**config.mk**
```make
export PLATFORM = sky130hd
export DESIGN_NAME = md4_stage2_inv_flat
export DESIGN_NICKNAME = d
export VERILOG_FILES = /design/src/rtl/md4_pkg.sv /design/src/rtl/md4_stage2_inv_if.sv /design/src/rtl/md4_inv_step.sv /design/src/rtl/md4_stage2_inv.sv /design/src/flat_wrapper.sv
export SDC_FILE = /design/constraint.sdc
export NUM_CORES = 2
export LEC_CHECK = 0
export CORE_AREA = 2 2 300 302
export DETAILED_ROUTE_END_ITERATION = 7
export DIE_AREA = 0 0 302 304
export GPL_TIMING_DRIVEN = 0
export HOLD_SLACK_MARGIN = 0.1
export PLACE_DENSITY = 0.66
export SLEW_MARGIN = 0
export SYNTH_ARGS = -nofsm -noshare
export SYNTH_HDL_FRONTEND = slang
export SYNTH_SLANG_ARGS = --single-unit
export TNS_END_PERCENT = 10
```
**constraint.sdc**
```tcl
create_clock -name clk -period 6.1 [get_ports clk]
set_input_delay 1.22 -clock clk [delete_from_list [all_inputs] [get_ports clk]]
set_output_delay 1.22 -clock clk [all_outputs]
set_load 0.01 [all_outputs]
```
**src/rtl/md4_pkg.sv**
```systemverilog
// Shared MD4 round-2 constants, step tables and word functions.
// Used by both the inverse stage and its single-step datapath.
package md4_pkg;

  localparam logic [31:0] K2 = 32'h5A82_7999;

  localparam logic [4:0] R2_SHIFT [4] = '{5'd3, 5'd5, 5'd9, 5'd13};

  localparam logic [3:0] R2_MSG_IDX [16] = '{
    4'd0, 4'd4, 4'd8,  4'd12,
    4'd1, 4'd5, 4'd9,  4'd13,
    4'd2, 4'd6, 4'd10, 4'd14,
    4'd3, 4'd7, 4'd11, 4'd15
  };

  typedef enum logic [1:0] {
    IDLE = 2'd0,
    RUN  = 2'd1,
    DONE = 2'd2
  } state_e;

  // Majority function used by every round-2 step.
  function automatic logic [31:0] g_fn(input logic [31:0] p,
                                       input logic [31:0] q,
                                       input logic [31:0] r);
    return (p & q) | (p & r) | (q & r);
  endfunction

  function automatic logic [31:0] rotl32(input logic [31:0] v,
                                         input logic [4:0]  s);
    logic [63:0] t;
    t = {v, v} << s;
    return t[63:32];
  endfunction

  function automatic logic [31:0] rotr32(input logic [31:0] v,
                                         input logic [4:0]  s);
    logic [63:0] t;
    t = {v, v} >> s;
    return t[31:0];
  endfunction

endpackage

```
**src/rtl/md4_stage2_inv_if.sv**
```systemverilog
// Request/result bundle of the round-2 inverse: start plus operands in,
// status and recovered state out.
interface md4_stage2_inv_if;
  logic         start;
  logic [31:0]  in_a;
  logic [31:0]  in_b;
  logic [31:0]  in_c;
  logic [31:0]  in_d;
  logic [511:0] x;
  logic         busy;
  logic         done;
  logic [31:0]  out_a;
  logic [31:0]  out_b;
  logic [31:0]  out_c;
  logic [31:0]  out_d;

  modport master (
    output start, in_a, in_b, in_c, in_d, x,
    input  busy, done, out_a, out_b, out_c, out_d
  );

  modport slave (
    input  start, in_a, in_b, in_c, in_d, x,
    output busy, done, out_a, out_b, out_c, out_d
  );
endinterface

```
**src/rtl/md4_inv_step.sv**
```systemverilog
// One inverse round-2 step: undoes target = ROTL(target + G + X[k] + K, s).
// Purely combinational.
module md4_inv_step
  import md4_pkg::*;
#(
  parameter logic [31:0] K = K2
) (
  input  logic [31:0] target,
  input  logic [31:0] p,
  input  logic [31:0] q,
  input  logic [31:0] r,
  input  logic [31:0] xk,
  input  logic [4:0]  s,
  output logic [31:0] word
);

  assign word = rotr32(target, s) - g_fn(p, q, r) - xk - K;

endmodule

```
**src/rtl/md4_stage2_inv.sv**
```systemverilog
// Iterative MD4 round-2 inverse: replays steps 15..0 backwards, one per clock.
// Start accepted at edge T gives done in the cycle after edge T+16.
module md4_stage2_inv
  import md4_pkg::*;
#(
  parameter logic [31:0] K2_VAL = K2
) (
  input  logic            clk,
  input  logic            rst_n,
  md4_stage2_inv_if.slave bus
);

  state_e       state_q;
  state_e       state_d;
  logic         load;
  logic         step_en;
  logic [3:0]   step_q;
  logic [31:0]  a_q;
  logic [31:0]  b_q;
  logic [31:0]  c_q;
  logic [31:0]  d_q;
  logic [511:0] msg_q;

  logic [31:0]  tgt;
  logic [31:0]  op_p;
  logic [31:0]  op_q;
  logic [31:0]  op_r;
  logic [31:0]  xk;
  logic [31:0]  word;
  logic [4:0]   shamt;
  logic [3:0]   k_idx;

  always_ff @(posedge clk) begin
    if (!rst_n) begin
      state_q <= IDLE;
    end else begin
      state_q <= state_d;
    end
  end

  // DONE accepts a new start just like IDLE, so back-to-back ops have no bubble.
  always_comb begin
    state_d  = state_q;
    load     = 1'b0;
    step_en  = 1'b0;
    bus.busy = 1'b0;
    bus.done = 1'b0;
    case (state_q)
      IDLE: begin
        if (bus.start) begin
          load    = 1'b1;
          state_d = RUN;
        end
      end
      RUN: begin
        bus.busy = 1'b1;
        step_en  = 1'b1;
        if (step_q == 4'd0) begin
          state_d = DONE;
        end
      end
      DONE: begin
        bus.done = 1'b1;
        if (bus.start) begin
          load    = 1'b1;
          state_d = RUN;
        end else begin
          state_d = IDLE;
        end
      end
      default: state_d = IDLE;
    endcase
  end

  // Target rotates a, d, c, b; operands follow the forward G argument order.
  always_comb begin
    tgt  = a_q;
    op_p = b_q;
    op_q = c_q;
    op_r = d_q;
    case (step_q[1:0])
      2'd0: begin tgt = a_q; op_p = b_q; op_q = c_q; op_r = d_q; end
      2'd1: begin tgt = d_q; op_p = a_q; op_q = b_q; op_r = c_q; end
      2'd2: begin tgt = c_q; op_p = d_q; op_q = a_q; op_r = b_q; end
      default: begin tgt = b_q; op_p = c_q; op_q = d_q; op_r = a_q; end
    endcase
  end

  assign k_idx = R2_MSG_IDX[step_q];
  assign shamt = R2_SHIFT[step_q[1:0]];
  assign xk    = msg_q[{k_idx, 5'd0} +: 32];

  md4_inv_step #(
    .K (K2_VAL)
  ) u_step (
    .target (tgt),
    .p      (op_p),
    .q      (op_q),
    .r      (op_r),
    .xk     (xk),
    .s      (shamt),
    .word   (word)
  );

  always_ff @(posedge clk) begin
    if (!rst_n) begin
      step_q <= 4'd0;
      a_q    <= '0;
      b_q    <= '0;
      c_q    <= '0;
      d_q    <= '0;
      msg_q  <= '0;
    end else if (load) begin
      step_q <= 4'd15;
      a_q    <= bus.in_a;
      b_q    <= bus.in_b;
      c_q    <= bus.in_c;
      d_q    <= bus.in_d;
      msg_q  <= bus.x;
    end else if (step_en) begin
      step_q <= step_q - 4'd1;
      case (step_q[1:0])
        2'd0:    a_q <= word;
        2'd1:    d_q <= word;
        2'd2:    c_q <= word;
        default: b_q <= word;
      endcase
    end
  end

  assign bus.out_a = a_q;
  assign bus.out_b = b_q;
  assign bus.out_c = c_q;
  assign bus.out_d = d_q;

endmodule

```
**src/flat_wrapper.sv**
```systemverilog
// flat-port wrapper written by rule: the top's interface ports become plain ports
module md4_stage2_inv_flat import md4_pkg::*;
#(
  parameter logic [31:0] K2_VAL = K2
)
  (clk, rst_n, bus_start, bus_in_a, bus_in_b, bus_in_c, bus_in_d, bus_x, bus_busy, bus_done, bus_out_a, bus_out_b, bus_out_c, bus_out_d);
  md4_stage2_inv_if bus_i ();
  input  logic clk;
  input  logic rst_n;
  input wire logic [$bits(bus_i.start)-1:0] bus_start;
  input wire logic [$bits(bus_i.in_a)-1:0] bus_in_a;
  input wire logic [$bits(bus_i.in_b)-1:0] bus_in_b;
  input wire logic [$bits(bus_i.in_c)-1:0] bus_in_c;
  input wire logic [$bits(bus_i.in_d)-1:0] bus_in_d;
  input wire logic [$bits(bus_i.x)-1:0] bus_x;
  output wire logic [$bits(bus_i.busy)-1:0] bus_busy;
  output wire logic [$bits(bus_i.done)-1:0] bus_done;
  output wire logic [$bits(bus_i.out_a)-1:0] bus_out_a;
  output wire logic [$bits(bus_i.out_b)-1:0] bus_out_b;
  output wire logic [$bits(bus_i.out_c)-1:0] bus_out_c;
  output wire logic [$bits(bus_i.out_d)-1:0] bus_out_d;
  assign bus_i.start = bus_start;
  assign bus_i.in_a = bus_in_a;
  assign bus_i.in_b = bus_in_b;
  assign bus_i.in_c = bus_in_c;
  assign bus_i.in_d = bus_in_d;
  assign bus_i.x = bus_x;
  assign bus_busy = bus_i.busy;
  assign bus_done = bus_i.done;
  assign bus_out_a = bus_i.out_a;
  assign bus_out_b = bus_i.out_b;
  assign bus_out_c = bus_i.out_c;
  assign bus_out_d = bus_i.out_d;
  md4_stage2_inv #(.K2_VAL(K2_VAL)) u_core (.clk(clk), .rst_n(rst_n), .bus(bus_i));
endmodule
```
==> results.tsv <==
metric	value	unit
sequential fraction of the synthesis area	0.3823	
GP Congestion	1.032	
layout cells sized above 1	0.1112	
syn_nets	4718	
pwr dens	398.0	mW/mm2
H-tree depth	3	
Hold Path Class	reg -> reg	
crit share post-route	0.9839	
Chip Height	304	um
Startpoint Class	flip-flop	
pre-CTS setup slack	-2653	ps
maximum VDD drop	0.3126	mV
Yosys top cell area share	0.3823	
async set or reset register ratio after synthesis	0	
row cnt	110	
drt pass-1 iters	8	
FF+latch area	0.01294	mm2
Worst path slowest cell	fa_1	
setup repair after global routing missed its margin	no	
Final setup viols	0	
global-route wire length before repair	261800	um
EDFF count, synth	0	
most numerous cell in the Yosys netlist	nand2_1	
failing checks	DRC	
IO Count	773	
fmax	166.6	MHz
Port Buf Inserts	772	
Worst slew margin	0.03058	
worst skew pair latency	670	ps
Final nets	5617	
Final Max Tran Viols	0	
critical-path maximum fanout	10	
clock sink total	646	
Avg Vias per Cell	6.058	
CTS tree	built	
DRT Wirelength	191600	um
die area	0.09181	mm2
multi-input combinational cell area	0.01979	mm2
TritonCTS Buffers	72	
vias in the first global route	35470	
Critical Path Sink Type	flip-flop	
initial antenna violation count	47	
DRC	13	
post-DP HPWL	152500	um
DR vias	37140	
post-route setup slack	98.16	ps
hold buffers post-CTS	0	
Synth Flop Type	dfxtp_1	
Area Growth Syn to Fin	39.42	%
status	complete, but fails checks	
crit-path cells	inv_6 -> buf_12 -> ha_4 -> buf_12 -> buf_12 -> clkbuf_2 -> buf_2 -> a222oi_1 -> maj3_1 -> a21oi_1 -> ha_1 -> fa_1 -> inv_1 -> ha_1 -> nand2_1 -> nor3_2 -> o211ai_1 -> a311oi_2 -> buf_4 -> o211ai_1 -> buf_4 -> a211o_4 -> or3_1 -> nand3_1	
Final Critical Period	6002	ps
die width	302	um
synth unique cells	63	
slowest stage delay, CP	500	ps
Post-DP Area	0.04304	mm2
pin count of the biggest net entering global routing	15	
Syn Std Cell Area	0.03383	mm2
Filler Cell Count	8516	
Global Route Usage Sum	0.4018	
CORE AREA	0.08905	mm2
max cap viols	0	
Setup Skew	52.43	ps
register bit total from synthesis	646	
GRT Residual Overflow	0	
Reg clk slew, reported paths	60	ps
CP Class	reg -> reg	
Clock Path Buffers	3	
worst path arrival time	6600	ps
Routed Antenna Nets	0	
Final Hold Fails	0	
Worst EP required	6690	ps
crit-path most repeated cell	buf_12	
Routed WL per cell	31.26	um
post-route cell area	0.04716	mm2
DRT iter0 DRCs	4725	
synthesized instance count	3976	
Commonest cells post-synth	1163 x nand2_1, 646 x dfxtp_1, 583 x a21oi_1	
cell accounting for the most synthesized area	dfxtp_1	
Worst-Margin Slew	1454	ps
LEAKAGE	0.01722	uW
clock root cell	clkbuf_16	
Initial Util	0.3799	
Ys Warns	0	
Mean Syn Cell Area	8.508	um2
synth top area cells	dfxtp_1 38%, nand2_1 13%, mux4_2 12%, a21oi_1 8.6%, a222oi_1 3.7%	
-- power by group --
part | switching, uW | total (uW) | internal [uW]
registers | 509 | 5090 | 4580
clock network | 1990 | 4570 | 2590
logic | 5670 | 9110 | 3440
-- logic make-up after synthesis --
kind of cell | after synthesis | share of synthesized area
and+or+nand+nor | 1393 | 0.1627
AOI/OAI and AO/OA | 1074 | 0.2002
DFF | 646 | 0.3823
buffers and inverters | 449 | 0.05041
muxes | 230 | 0.1363
adders and majority gates | 163 | 0.06247
xor gates and xnor gates | 21 | 0.005659
-- worst paths after layout --
| check | startpoint | end | slack [ps] | depth (start not counted) |
|---|---|---|---|---|
| max | u_core.step_q[1]$_SDFFE_PN0P_ | u_core.bus.out_b[31]$_SDFFE_PN0P_ | 100 | 24 |
| max reg2reg | u_core.step_q[1]$_SDFFE_PN0P_ | u_core.bus.out_b[31]$_SDFFE_PN0P_ | 100 | 24 |
| min reg2reg | u_core.msg_q[326]$_SDFFE_PN0P_ | u_core.msg_q[326]$_SDFFE_PN0P_ | 450 | 2 |
| min | u_core.msg_q[326]$_SDFFE_PN0P_ | u_core.msg_q[326]$_SDFFE_PN0P_ | 450 | 2 |
-- registers in the layout, indices dropped and copies added, names as in the netlist --
signal,count
u_core.bus.out_b,32
u_core.state_q,2
u_core.bus.out_c,32
u_core.msg_q,512
u_core.bus.out_d,32
u_core.step_q,4
u_core.bus.out_a,32
-- layout make-up --
| cell class | instances | area share |
|---|---|---|
| clock inverters | 25 | 0.007773 |
| diodes | 27 | 0.001433 |
| repair buffers | 831 | 0.1742 |
| clock buffers | 102 | 0.04420 |
| well taps | 1176 | 0.03120 |
| inverters | 102 | 0.008489 |
| multi-input cells | 2881 | 0.4196 |
| plain buffers | 341 | 0.03868 |
| flip-flops and latches | 646 | 0.2744 |
-- per-stage QoR --
| step | std cells | power (uW) | utilization | setup TNS [ps] | hold slack (ps) |
|---|---|---|---|---|---|
| floorplan | 3976 | 9417 | - | 0 | 433.1 |
| global placement | 5924 | 12830 | 0.4833 | -243890 | 439.0 |
| detailed placement | 5924 | 12890 | 0.4833 | -245370 | 443.7 |
| CTS | 6077 | 17930 | 0.5225 | 0 | 451.0 |
| global route | 6124 | 19320 | 0.5294 | 0 | 464.1 |
| finish | 6131 | 18770 | 0.5296 | 0 | 451.2 |
-- what timing repair did --
item / CTS / global route
gates resized for setup: 248 / 107
hold endpoints to repair: 0 / 0
gates cloned: 1 / 3
buffers inserted: 28 / 27
pin swaps: 21 / 45
setup endpoints to repair: 124 / 74
-- worst max-delay path: cells and delay by family (launching register included) --
family,cells,cell delay (ps)
DFF,1,370
AOI/OAI and AO/OA,6,1520
adders and majority gates,5,1700
buffers and inverters,9,1500
and+or+nand+nor,4,820
-- routing by layer --
layer  GRT usage  up-vias  routed length (um)
met5           0        -                 238
met2      0.6437     2579               87250
met4      0.2670       38               15000
li1            -    16010                   -
met1      0.4755    17890               68050
met3      0.1001      615               21100
-- placed cells by master, fill, tap and decap left out, types with 10 or more instances in the layout --
master / n
a21boi_0: 78
a21oi_1: 558
a21oi_2: 23
a222oi_1: 125
a22o_1: 11
a22oi_1: 37
a311oi_1: 10
and3_1: 11
buf_2: 16
buf_4: 59
buf_6: 11
clkbuf_1: 260
clkbuf_16: 80
clkbuf_2: 26
clkbuf_8: 21
clkdlybuf4s50_1: 772
clkinv_2: 10
dfxtp_1: 643
diode_2: 27
fa_1: 30
ha_1: 55
inv_1: 96
maj3_1: 62
mux2i_1: 23
mux2i_2: 10
mux4_2: 184
nand2_1: 1162
nand3_1: 32
nand4_1: 20
nor2_1: 105
o211a_1: 15
o211ai_1: 38
o21ai_0: 85
o22ai_1: 15
or3_1: 19
Note: power is estimated with default switching activity, not from simulation.
